==> src/rtl/pdm_playback_modulator.sv <==
// Purpose : buffers 16-bit signed PCM in a small FIFO and turns it into a 1-bit PDM stream with a
//           second-order sigma-delta modulator, one PCM sample consumed every OSR clocks.
// Latency : a sample loads at the first load point (phase==OSR-1) after it is stored and first
//           affects pdm_out one clock after that load.
// Backpressure: pcm_in_ready drops while the FIFO is full or reset is high. An empty FIFO at a load
//           point plays zero and pulses underrun.
//
// Ports:
//   clk, reset        1.536 MHz system clock, synchronous active-high reset
//   pcm_in[15:0]      signed PCM sample, qualified by pcm_in_valid / pcm_in_ready
//   pdm_out           registered PDM bit, one per clk
//   sample_tick       one-cycle pulse at phase 0 after every load (sample or underrun zero)
//   underrun          one-cycle pulse at phase 0 when the FIFO was empty at the load point
//   fifo_level        FIFO occupancy after the previous edge
//
// Optional feature: define PDM_PLAYBACK_DITHER_EN to add a +/-1 LSB dither taken from a
// 16-bit Galois LFSR (x^16+x^14+x^13+x^11+1, seed 16'hACE1). This breaks idle tones.

module pdm_playback_modulator #(
   parameter int OSR        = 96,
   parameter int FIFO_DEPTH = 4
) (
   input  logic                          clk,
   input  logic                          reset,
   input  logic [15:0]                   pcm_in,
   input  logic                          pcm_in_valid,
   output logic                          pcm_in_ready,
   output logic                          pdm_out,
   output logic                          sample_tick,
   output logic                          underrun,
   output logic [$clog2(FIFO_DEPTH):0]   fifo_level
);

   localparam int AW = $clog2(FIFO_DEPTH);
   localparam int LW = AW + 1;
   localparam int PW = $clog2(OSR);

   // ---------------------------------------------------------------- FIFO
   logic [15:0]   mem [FIFO_DEPTH];
   logic [AW-1:0] wr_ptr;
   logic [AW-1:0] rd_ptr;
   logic [LW-1:0] count;
   logic          full;
   logic          empty;
   logic          push;
   logic          pop;

   // ---------------------------------------------------------------- sequencing
   logic [PW-1:0]      phase;
   logic               load;
   logic signed [15:0] cur_sample;

   // ---------------------------------------------------------------- modulator
   logic signed [19:0] i1;
   logic signed [23:0] i2;
   logic signed [16:0] d;
   logic signed [16:0] x;
   logic signed [16:0] fb;
   logic signed [21:0] sum1;
   logic signed [25:0] sum2;
   logic signed [19:0] i1_n;
   logic signed [23:0] i2_n;

   function automatic logic signed [19:0] sat20(input logic signed [21:0] v);
      if (v > 22'sd524287)
         sat20 = 20'h7FFFF;
      else if (v < -22'sd524288)
         sat20 = 20'h80000;
      else
         sat20 = v[19:0];
   endfunction

   function automatic logic signed [23:0] sat24(input logic signed [25:0] v);
      if (v > 26'sd8388607)
         sat24 = 24'h7FFFFF;
      else if (v < -26'sd8388608)
         sat24 = 24'h800000;
      else
         sat24 = v[23:0];
   endfunction

   assign full         = (count == LW'(FIFO_DEPTH));
   assign empty        = (count == '0);
   assign pcm_in_ready = !full && !reset;
   assign push         = pcm_in_valid && pcm_in_ready;
   assign load         = (phase == PW'(OSR - 1));
   // Emptiness is judged on registered state only: a same-cycle push never rescues a load.
   assign pop          = load && !empty;
   assign fifo_level   = count;

`ifdef PDM_PLAYBACK_DITHER_EN
   logic [15:0] lfsr;

   always_ff @(posedge clk) begin
      if (reset)
         lfsr <= 16'hACE1;
      else
         lfsr <= {1'b0, lfsr[15:1]} ^ (lfsr[0] ? 16'hB400 : 16'h0000);
   end

   assign d = lfsr[0] ? 17'sd1 : -17'sd1;
`else
   assign d = '0;
`endif

   // Feedback is +/- full scale; the width casts sign-extend every operand before the adds.
   assign fb   = pdm_out ? 17'sd32768 : -17'sd32768;
   assign x    = 17'(cur_sample) + d;
   assign sum1 = 22'(i1) + 22'(x) - 22'(fb);
   assign i1_n = sat20(sum1);
   assign sum2 = 26'(i2) + 26'(i1_n) - 26'(fb);
   assign i2_n = sat24(sum2);

   // Storage array carries no reset; clearing the pointers and count discards its contents.
   always_ff @(posedge clk) begin
      if (push)
         mem[wr_ptr] <= pcm_in;
   end

   always_ff @(posedge clk) begin
      if (reset) begin
         wr_ptr      <= '0;
         rd_ptr      <= '0;
         count       <= '0;
         phase       <= '0;
         cur_sample  <= '0;
         sample_tick <= 1'b0;
         underrun    <= 1'b0;
         i1          <= '0;
         i2          <= '0;
         pdm_out     <= 1'b0;
      end else begin
         i1      <= i1_n;
         i2      <= i2_n;
         pdm_out <= !i2_n[23];

         if (push)
            wr_ptr <= wr_ptr + AW'(1);
         if (pop)
            rd_ptr <= rd_ptr + AW'(1);

         case ({push, pop})
            2'b10:   count <= count + LW'(1);
            2'b01:   count <= count - LW'(1);
            default: count <= count;
         endcase

         if (load) begin
            phase       <= '0;
            sample_tick <= 1'b1;
            underrun    <= empty;
            cur_sample  <= empty ? 16'sd0 : $signed(mem[rd_ptr]);
         end else begin
            phase       <= phase + PW'(1);
            sample_tick <= 1'b0;
            underrun    <= 1'b0;
         end
      end
   end

endmodule

==> config.mk <==
export PLATFORM = sky130hd
export DESIGN_NAME = pdm_playback_modulator
export DESIGN_NICKNAME = d
export VERILOG_FILES = /design/src/rtl/pdm_playback_modulator.sv
export SDC_FILE = /design/constraint.sdc
export NUM_CORES = 1
export LEC_CHECK = 0
export BUFFER_PORTS_ARGS = -buffer_cell sky130_fd_sc_hd__buf_2
export CORE_AREA = 2 2 171 173
export CTS_BUF_LIST = sky130_fd_sc_hd__clkbuf_4
export CTS_CLUSTER_SIZE = 12
export DETAILED_ROUTE_END_ITERATION = 8
export DIE_AREA = 0 0 173 175
export PLACE_DENSITY = 0.51
export SLEW_MARGIN = 30
export SYNTH_ARGS = -nofsm -noshare
export SYNTH_HDL_FRONTEND = slang
export SYNTH_SLANG_ARGS = --single-unit
==> constraint.sdc <==
create_clock -name clk -period 10.9 [get_ports clk]
set_clock_uncertainty 0.15 [all_clocks]
set_input_delay 1.635 -clock clk [delete_from_list [all_inputs] [get_ports clk]]
set_output_delay 1.635 -clock clk [all_outputs]
set_load 0.005 [all_outputs]
==> results of run 1 <==
per-layer routing:
| layer | share of wire | wire [µm] |
|---|---|---|
| met5 | 0 | 0 |
| met4 | 0.016 | 288 |
| met3 | 0.021 | 379 |
| met2 | 0.48 | 8607 |
| met1 | 0.48 | 8603 |
flip-flops by register name, summed over array words and instances, names as in the netlist, named ones only:
register and flops:
i1 20, sample_tick 1, pdm_out 1, mem 64, wr_ptr 2, underrun 1, i2 24, rd_ptr 2
cur_sample 16, fifo_level 3, phase 7
layout make-up:
class,count,share of cell area
tap,384,0.05190
sequential,143,0.3784
clock buffer,17,0.01379
inverter,124,0.05028
multi-input combinational,557,0.4713
antenna,1,0.0002703
clock inverter,15,0.01811
timing repair buffer,28,0.01595
cell usage after synthesis, drive strengths merged (8+ instances only):
master and number:
ha 81, o21ai 46, dfxtp 79, buf 10
and3 9, nor2 61, and2 12, or3 8
edfxtp 64, nor2b 16, clkbuf 16, xnor2 28
a21o 37, xor2 14, nand2 45, nand3 11
fa 13, a21boi 11, a21oi 59, inv 124
a31oi 11, mux4 16
kinds of logic after synthesis:
family,count (synthesis)
AOI/OAI and AO/OA,214
and+or+nand+nor,190
buffers and inverters,150
DFF,143
adders and majority gates,94
xor gates and xnor gates,42
muxes,17
worst paths after layout:
| path | from | endpoint | slack (ns) |
|---|---|---|---|
| max | pdm_out | i2[12] | 2.92 |
| max reg2reg | pdm_out | i2[12] | 2.92 |
| min reg2reg | phase[0] | phase[0] | 0.32 |
| min | phase[0] | phase[0] | 0.32 |
per-stage QoR:
stage | hold slack (ns) | setup WS, ns | util | cells | area, µm²
3_5_place_dp | 0.2931 | 2.896 | 0.3156 | 1236 | 8960
4_1_cts | 0.3145 | 2.802 | 0.3260 | 1268 | 9255
2_1_floorplan | 0.2676 | 3.976 | - | 850 | 8446
6_report | 0.3164 | 2.925 | 0.3261 | 1269 | 9258
5_1_grt | 0.3320 | 2.005 | 0.3261 | 1269 | 9258
3_3_place_gp | 0.2771 | 3.024 | 0.3156 | 1236 | 8960
==> results by group, run 1 <==
Outcome
  – Status: finished, final reports clean

Routing
  – Vias/cell: 4.617
  – Router iterations before antenna repair: 5
  – Vias: 5859
  – Iteration-0 DRC Markers: 313
  – Routed Wire Length: 17.88 mm
  – Remaining antenna violation count: 0
  – Remaining DRCs: 0
  – Avg WL per Cell: 14.09 µm

Synth
  – Adder-cell share of the synthesized area: 0.1508
  – Largest family of logic cells by synthesized area: compound AO/OA/AOI/OAI gates
  – Main synth FF type: dfxtp_1
  – Number of synthesized flops with an enable pin: 64
  – Mapped cell area: 8446 µm²
  – Share of the synthesized area in the top cell type: 0.2276
  – FF+latch count, synth: 143
  – Syn nets: 963
  – Sequential area share after synthesis: 0.4148
  – Async SR Flop Fraction: 0
  – Post-synthesis mux area share: 0.04385
  – Simple-gate share of the synthesized area: 0.1104
  – Netlist cell types: 66
  – Synth Area in XOR/XNOR: 0.04356
  – Syn avg cell area: 9.936 µm²
  – Syn Inst Count: 850
  – YS warnings: 0
  – Yosys top cell by area: edfxtp_1
  – Compound-Gate Fraction of Synth Area: 0.1680
  – Synth top area cells: edfxtp_1 (23%), dfxtp_1 (19%), ha_1 (12%)

STA
  – # setup viols final: 0
  – Final setup TNS: 0 ns
  – Peak Freq: 0.1254 GHz
  – Fin. max-slew vios: 0
  – Period minus WS final: 7.975 ns
  – Fin. Hold Viols: 0
  – Fin crit share: 0.7317
  – Worst-Margin Slew: 0.8854 ns
  – Slew HR: 0.4098
  – RSZ-0062 raised after global routing: no

Floorplan
  – # IOs: 26
  – Starting Density: 0.2975
  – Die area: 30280 µm²
  – Row cnt: 62
  – Die Y: 175 µm
  – Die Width: 173 µm
  – Core ar.: 28390 µm²

Global route
  – GR peak layer: met2
  – First-pass GRT wire length: 30.15 mm
  – Grt met1 use: 0.1584
  – Antenna violations before repair: 1
  – Met3 Track Usage GR: 0.02328
  – GRT met2 Usage: 0.2133
  – GRT Residual Overflow: 0
  – Vias in the first global route: 5926
  – Overall routing resource usage: 0.1238
  – Largest net degree at the start of global routing: 44

Clock tree
  – Clock Pin Slew Worst Setup and Hold Paths: 0.16 ns
  – # H-tree levels: 4
  – Clock Tree Buf Depth: 2
  – Inserted Clock Buffers: 17
  – Post-cts resize count: 0
  – CTS hold repair buffers: 0
  – Setup bufs post-CTS: 0
  – CTS tree: done
  – Root Driver: clkbuf_4
  – Clock sink count: 143
  – Clock latency on the worst-skew pair: 0.55 ns

Final layout
  – Layout cell share with drive strength beyond 1: 0.1018
  – Area Growth Syn to Fin: 9.615%
  – Reg area: 3503 µm²
  – Commonest non-fill, non-tap cells in the layout: inv_1 (124), ha_1 (81), dfxtp_1 (79)
  – Area of the multi-input gates: 4363 µm²
  – Layout fillers: 3000
  – Layout Nets: 984
  – Leading cell type in the layout, fill and taps excluded: inv_1

Placement
  – Placed wire-length estimate: 13.27 mm
  – Gpl congestion: 0.7776
  – # port buffers: 25

Worst hold path
  – WHS Path Cells: 1
  – Min-delay worst type: register to register

Setup path
  – Buf/Inv on CP: 2
  – Most frequent CP cell: a21o_1
  – Arr. time, crit path: 8.30 ns
  – Worst r2r path cells: 26
  – CP Data Required Time: 11.22 ns
  – Startpoint types: register
  – Kind of critical path: register to register
  – Crit path max fanout: 19
  – Slowest-stage cell, CP: dfxtp_1
  – Worst setup EP type: register
  – CP delay by family, top: simple AND/OR/NAND/NOR gates
  – Crit. path cell count: 26
  – Critical Path Max Stage Delay: 0.89 ns

Run
  – Max_cap viols: 0
Power of run 1 is left out: the tool's default activity adds up to more than one toggle a clock period on the data nets, which glitch-free logic cannot reach.
==> run 2: changes to the inputs <==
- ABC_AREA: default -> 1
- CORE_AREA: 2 2 171 173 -> 2 2 174 176
- DIE_AREA: 0 0 173 175 -> 0 0 176 178
- PLACE_DENSITY: 0.51 -> 0.53
- clock period: 10.9 -> 6.7 ns (I/O delays scaled with it)
==> run 2 against run 1 <==
Effect of this change: die area is 3.5% higher; non-clock buffer count is 4 higher; worst setup slack worse by 2.2 ns; utilization is 0.072 points higher; sequential cell count stayed put; sequential share of layout area is 1.4 points lower.
==> results by group, run 2 <==
Outcome
  – Status: finished, final reports clean (unchanged)

Floorplan
  – Row cnt: 63 (was 62)
  – # IOs: 26 (unchanged)
  – Core ar.: 29400 µm² (was 28390 µm²)
  – Die Width: 176 µm (was 173 µm)
  – Die Y: 178 µm (was 175 µm)
  – Die area: 31330 µm² (was 30280 µm²)
  – Starting Density: 0.2974 (was 0.2975)

Final layout
  – Layout cell share with drive strength beyond 1: 0.1146 (was 0.1018)
  – Max FFs per register: 64 (unchanged)
  – Layout Nets: 1208 (was 984)
  – Largest register by flop count: mem (unchanged)
  – Top flop regs: mem x64, i2 x24, i1 x20 (unchanged)
  – Commonest non-fill, non-tap cells in the layout: inv_1 (196), nand2_1 (192), nor2_1 (108) (was inv_1 (124), ha_1 (81), dfxtp_1 (79))
  – Area Growth Syn to Fin: 9.873% (was 9.615%)
  – Leading cell type in the layout, fill and taps excluded: inv_1 (unchanged)
  – Layout fillers: 3104 (was 3000)

Setup path
  – Worst r2r path cells: 32 (was 26)
  – FF-to-FF setup slack: 0.72 ns (was 2.92 ns)
  – Arr. time, crit path: 6.24 ns (was 8.30 ns)
  – Most frequent CP cell: inv_1 (was a21o_1)
  – Reg2Reg Capture Point: i2[0] (was i2[12])
  – Crit path max fanout: 27 (was 19)
  – Critical Path Max Stage Delay: 0.55 ns (was 0.89 ns)
  – Startpoint types: register (unchanged)
  – Worst setup EP type: register (unchanged)
  – Slowest-stage cell, CP: fa_1 (was dfxtp_1)
  – CP Data Required Time: 6.96 ns (was 11.22 ns)
  – Reg2reg start: pdm_out (unchanged)
  – Crit path to: i2[0] (was i2[12])
  – Kind of critical path: register to register (unchanged)
  – Crit path from: pdm_out (unchanged)

Worst hold path
  – Min-delay worst type: register to register (unchanged)

Synth
  – Syn avg cell area: 8.180 µm² (was 9.936 µm²)
  – Compound-Gate Fraction of Synth Area: 0.1229 (was 0.1680)
  – Most common library cells after synthesis: inv_1 (197), nand2_1 (192), nor2_1 (109), ha_1 (81), dfxtp_1 (79) (was inv_1 (124), ha_1 (81), dfxtp_1 (79), edfxtp_1 (64), nor2_1 (61))
  – Synth top area cells: edfxtp_1 (22%), dfxtp_1 (18%), ha_1 (12%) (was edfxtp_1 (23%), dfxtp_1 (19%), ha_1 (12%))
  – Mapped cell area: 8745 µm² (was 8446 µm²)
  – YS warnings: 0 (unchanged)
  – Adder-cell share of the synthesized area: 0.1457 (was 0.1508)
  – Synth Area in XOR/XNOR: 0.03606 (was 0.04356)
  – Yosys top cell by area: edfxtp_1 (unchanged)
  – Number of synthesized flops with an enable pin: 64 (unchanged)
  – Netlist cell types: 39 (was 66)
  – Share of the synthesized area in the top cell type: 0.2198 (was 0.2276)
  – Syn Inst Count: 1069 (was 850)
  – FF+latch count, synth: 143 (unchanged)
  – Syn nets: 1182 (was 963)
  – Post-synthesis mux area share: 0 (was 0.04385)
  – Simple-gate share of the synthesized area: 0.1922 (was 0.1104)
  – Largest family of logic cells by synthesized area: simple AND/OR/NAND/NOR gates (was compound AO/OA/AOI/OAI gates)
  – Main synth FF type: dfxtp_1 (unchanged)
  – Async SR Flop Fraction: 0 (unchanged)
  – Cell with the most instances after synthesis: inv_1 (unchanged)
  – Sequential area share after synthesis: 0.4006 (was 0.4148)

Global route
  – First-pass GRT wire length: 31.80 mm (was 30.15 mm)
  – Overall routing resource usage: 0.1287 (was 0.1238)
  – GRT Residual Overflow: 0 (unchanged)
  – Vias in the first global route: 6601 (was 5926)
  – Largest net degree at the start of global routing: 55 (was 44)
  – Antenna violations before repair: 1 (unchanged)

Run
  – Max_cap viols: 0 (unchanged)

Clock tree
  – Root Driver: clkbuf_4 (unchanged)
  – Clock Tree Buf Depth: 2 (unchanged)
  – CTS tree: done (unchanged)
  – CTS hold repair buffers: 0 (unchanged)
  – # H-tree levels: 4 (unchanged)
  – Clock Pin Slew Worst Setup and Hold Paths: 0.12 ns (was 0.16 ns)
  – Clock sink count: 143 (unchanged)
  – Setup bufs post-CTS: 0 (unchanged)
  – Clock latency on the worst-skew pair: 0.57 ns (was 0.55 ns)
  – Post-cts resize count: 0 (unchanged)
  – Inserted Clock Buffers: 17 (unchanged)

Routing
  – Vias: 6640 (was 5859)
  – Iteration-0 DRC Markers: 337 (was 313)
  – Routed Wire Length: 18.97 mm (was 17.88 mm)
  – Remaining DRCs: 0 (unchanged)
  – Remaining antenna violation count: 0 (unchanged)
  – Vias/cell: 4.430 (was 4.617)
  – Router iterations before antenna repair: 5 (unchanged)
  – Avg WL per Cell: 12.66 µm (was 14.09 µm)

STA
  – Fin. Hold Viols: 0 (unchanged)
  – Fin crit share: 0.8929 (was 0.7317)
  – Slew HR: 0.5177 (was 0.4098)
  – Peak Freq: 0.1671 GHz (was 0.1254 GHz)
  – RSZ-0062 raised after global routing: no (unchanged)
  – Period minus WS final: 5.983 ns (was 7.975 ns)
  – Worst-Margin Slew: 0.7234 ns (was 0.8854 ns)
  – # setup viols final: 0 (unchanged)
  – Fin. max-slew vios: 0 (unchanged)
  – Final setup TNS: 0 ns (unchanged)
  – Final WS setup: 0.7173 ns (was 2.925 ns)

Placement
  – DP Worst Slack: 0.4194 ns (was 2.896 ns)
  – Gpl congestion: 0.8363 (was 0.7776)
  – Placed wire-length estimate: 14.24 mm (was 13.27 mm)
  – # port buffers: 25 (unchanged)
-- run 2: cell count changes after synthesis, moves of 12 or more --
| cell | before | now |
|---|---|---|
| a21o_1 | 37 | 4 |
| nand3_1 | 11 | 35 |
| inv_1 | 124 | 197 |
| mux4_2 | 16 | 0 |
| nor2b_1 | 15 | 0 |
| nand2_2 | 0 | 12 |
| nor2_1 | 61 | 109 |
| nand2_1 | 45 | 192 |
| a21oi_2 | 1 | 20 |
| o32ai_1 | 0 | 16 |
-- run 2: how the worst min path moves through the flow --
stage	slack [ns]	cells past startpoint	startpoint	end
4_1_cts	0.31	1	phase[0]	phase[0]
2_1_floorplan	0.27	1	phase[0]	phase[0]
6_report	0.31	1	phase[0]	phase[0]
3_3_place_gp	0.28	1	phase[0]	phase[0]
3_5_place_dp	0.29	1	phase[0]	phase[0]
5_1_grt	0.33	1	phase[0]	phase[0]
-- run 2: stage by stage --
stage	hold WS (ns)	cells	area (µm²)	utilization
final	0.3076	1499	9608	0.3268
after global routing	0.3255	1499	9608	0.3268
after CTS	0.3124	1498	9592	0.3262
after detailed placement	0.2922	1466	9288	0.3159
after global placement	0.2843	1466	9286	0.3158
after floorplan	0.2676	1069	8745	-
-- run 2: layer usage --
metal  part of all wire  global-route usage  vias up
met2               0.46              0.2116       79
li1                   -                   -     3505
met3              0.023             0.02323       28
met5                  0                   0        -
met4              0.028             0.05751        0
met1               0.49              0.1654     3028
-- run 2: layout make-up --
type / instances / area, µm² / share of cell area
multi-input combinational: 695 / 4358 / 0.4536
sequential: 143 / 3505 / 0.3648
inverter: 206 / 773.2 / 0.08048
tap: 390 / 488.0 / 0.05079
timing repair buffer: 32 / 177.7 / 0.01849
clock inverter: 13 / 161.4 / 0.01680
clock buffer: 19 / 142.6 / 0.01485
antenna: 1 / 2.502 / 0.0002605
-- run 2: worst max-delay path, delay by kind of cell, from the launching register on --
kind                     cells  cell delay [ns]
flip-flops                   1             0.52
AO/OA/AOI/OAI                8             1.26
buffers and inverters        7             0.59
adder cells (fa/ha/maj)      4             1.52
XOR/XNOR                     1             0.18
AND/OR/NAND/NOR             12             1.60
-- run 2: cells by family (layout without fill, tap and decap cells) --
family / count (synthesis) / after routing
AND/OR/NAND/NOR: 388 / 388
buffers and inverters: 231 / 270
flip-flops: 143 / 143
AO/OA/AOI/OAI: 177 / 177
other: 0 / 1
adder cells (fa/ha/maj): 94 / 94
XOR/XNOR: 36 / 36
Power of run 2 is left out for the same reason.
==> run 3: changes to the inputs <==
- CORE_AREA: 2 2 174 176 -> 2 2 130 132
- DIE_AREA: 0 0 176 178 -> 0 0 132 134
- PLACE_DENSITY: 0.53 -> 0.8
==> run 3 against run 2 <==
Effect of this change: final area down 2.3%; critical path depth increased by 1; cell count shrank 11%; wire length down 7.4%; worst hold slack improved by 0.0088 ns; sequential cell count unchanged; via count rose by 1.9%; critical path type unchanged; utilization up 25 points; worst setup slack got worse by 0.031 ns; global-route usage increased by 7.7 points; count of clock-buffer cells in the layout fell by 2; highest routed layer unchanged; maximum frequency is 0.51% lower.
==> results by group, run 3 (synthesis gave the netlist of run 2 again) <==
Outcome
  – Status: finished, final reports clean (unchanged)

Setup path
  – Crit path max fanout: 27 (unchanged)
  – Reg2Reg Capture Point: i2[0] (unchanged)
  – Worst r2r path cells: 33 (was 32)
  – Most frequent CP cell: inv_1 (unchanged)
  – CP Data Required Time: 6.94 ns (was 6.96 ns)
  – Startpoint types: register (unchanged)
  – FF-to-FF setup slack: 0.69 ns (was 0.72 ns)
  – Critical Path Max Stage Delay: 0.56 ns (was 0.55 ns)
  – Reg2reg start: pdm_out (unchanged)
  – Slowest-stage cell, CP: fa_1 (unchanged)
  – Kind of critical path: register to register (unchanged)
  – Arr. time, crit path: 6.26 ns (was 6.24 ns)
  – Worst setup EP type: register (unchanged)

STA
  – # setup viols final: 0 (unchanged)
  – Peak Freq: 0.1663 GHz (was 0.1671 GHz)
  – Fin crit share: 0.8975 (was 0.8929)
  – Fin. Hold Viols: 0 (unchanged)
  – Slew HR: 0.4285 (was 0.5177)
  – RSZ-0062 raised after global routing: no (unchanged)
  – Final WS setup: 0.6866 ns (was 0.7173 ns)
  – Fin. max-slew vios: 0 (unchanged)
  – Hold Slack: 0.3164 ns (was 0.3076 ns)
  – Final setup TNS: 0 ns (unchanged)
  – Worst-Margin Slew: 0.8520 ns (was 0.7234 ns)
  – Period minus WS final: 6.013 ns (was 5.983 ns)

Clock tree
  – # H-tree levels: 4 (unchanged)
  – Post-cts resize count: 0 (unchanged)
  – CTS hold repair buffers: 0 (unchanged)
  – Clock Tree Buf Depth: 2 (unchanged)
  – Clock Pin Slew Worst Setup and Hold Paths: 0.15 ns (was 0.12 ns)
  – Root Driver: clkbuf_4 (unchanged)
  – Inserted Clock Buffers: 17 (unchanged)
  – Clock sink count: 143 (unchanged)
  – CTS tree: done (unchanged)
  – Clock latency on the worst-skew pair: 0.54 ns (was 0.57 ns)
  – Setup bufs post-CTS: 0 (unchanged)

Run
  – Max_cap viols: 0 (unchanged)

Final layout
  – Layout Nets: 1208 (unchanged)
  – Area Growth Syn to Fin: 7.354% (was 9.873%)
  – Layout fillers: 1433 (was 3104)
  – Top flop regs: mem x64, i2 x24, i1 x20 (unchanged)
  – Max FFs per register: 64 (unchanged)
  – Leading cell type in the layout, fill and taps excluded: inv_1 (unchanged)
  – Layout cell share with drive strength beyond 1: 0.1146 (unchanged)
  – Commonest non-fill, non-tap cells in the layout: inv_1 (196), nand2_1 (192), nor2_1 (108) (unchanged)
  – Largest register by flop count: mem (unchanged)
  – Final Non-Filler Cells: 1329 (was 1499)

Floorplan
  – # IOs: 26 (unchanged)
  – Die area: 17690 µm² (was 31330 µm²)
  – Starting Density: 0.5368 (was 0.2974)
  – Die Y: 134 µm (was 178 µm)
  – Core ar.: 16290 µm² (was 29400 µm²)
  – Row cnt: 47 (was 63)
  – Die Width: 132 µm (was 176 µm)

Worst hold path
  – Min-delay worst type: register to register (unchanged)
  – Hold_sp: rd_ptr[1] (was phase[0])
  – WHS Path Cells: 2 (was 1)

Routing
  – Avg WL per Cell: 13.22 µm (was 12.66 µm)
  – Vias: 6764 (was 6640)
  – Router iterations before antenna repair: 5 (unchanged)
  – Remaining antenna violation count: 0 (unchanged)
  – Remaining DRCs: 0 (unchanged)
  – Vias/cell: 5.090 (was 4.430)
  – Iteration-0 DRC Markers: 481 (was 337)
  – Routed Wire Length: 17.57 mm (was 18.97 mm)

Global route
  – GRT Residual Overflow: 0 (unchanged)
  – Vias in the first global route: 6549 (was 6601)
  – Overall routing resource usage: 0.2055 (was 0.1287)
  – Antenna violations before repair: 1 (unchanged)
  – Largest net degree at the start of global routing: 55 (unchanged)
  – First-pass GRT wire length: 29.43 mm (was 31.80 mm)

Placement
  – DP Worst Slack: 0.5547 ns (was 0.4194 ns)
  – Placed wire-length estimate: 13.07 mm (was 14.24 mm)
  – Placed cell count: 1296 (was 1466)
  – Gpl congestion: 0.9042 (was 0.8363)
  – # port buffers: 25 (unchanged)
[run 3: cell count changes in the layout (fill, tap and decap cells not counted), sizes merged]
| cell | previous run | this run |
|---|---|---|
| bufinv | 3 | 0 |
| clkbuf | 19 | 17 |
| clkinv | 4 | 6 |
| clkinvlp | 2 | 3 |
| inv | 210 | 212 |
[run 3: cell type report]
type                            instances  area, µm²  share of cell area
Multi-Input combinational cell        695       4354              0.4638
Sequential cell                       143       3505              0.3733
Inverter                              206      773.2             0.08237
Tap cell                              220      275.3             0.02932
Timing Repair Buffer                   32      177.7             0.01893
Clock inverter                         15      172.7             0.01839
Clock buffer                           17      127.6             0.01359
Antenna cell                            1      2.502           0.0002666
[run 3: critical path, delay by kind of cell (launching register included)]
family          cells  cell delay [ns]
simple gates       14             1.94
flops               1             0.51
buf+inv             8             0.63
fa+ha+maj           4             1.52
xor+xnor            1             0.17
compound gates      6             0.92
[run 3: how the worst max path moves through the flow]
stage               cells after the start    start  slack (ns)  endpoint
floorplan                              35  pdm_out        0.88    i2[10]
global placement                       34  pdm_out        0.71    i2[22]
detailed placement                     34  pdm_out        0.55     i2[8]
CTS                                    34  pdm_out        0.46     i2[3]
global route                           34  pdm_out        0.17     i2[6]
finish                                 33  pdm_out        0.69     i2[0]
[run 3: metal layers]
metal / up-vias / global-route usage / share of wire
li1: 3512 / - / -
met1: 3124 / 0.2720 / 0.48
met2: 112 / 0.3521 / 0.48
met3: 16 / 0.03666 / 0.033
met4: 0 / 0.04831 / 0.012
met5: - / 0 / 0
[run 3: per-stage QoR]
stage	util	cell area, µm²
6_report	0.5763	9388
5_1_grt	0.5763	9388
4_1_cts	0.5755	9374
3_5_place_dp	0.5570	9074
3_3_place_gp	0.5570	9074
2_1_floorplan	-	8745
Power of run 3 is left out for the same reason.
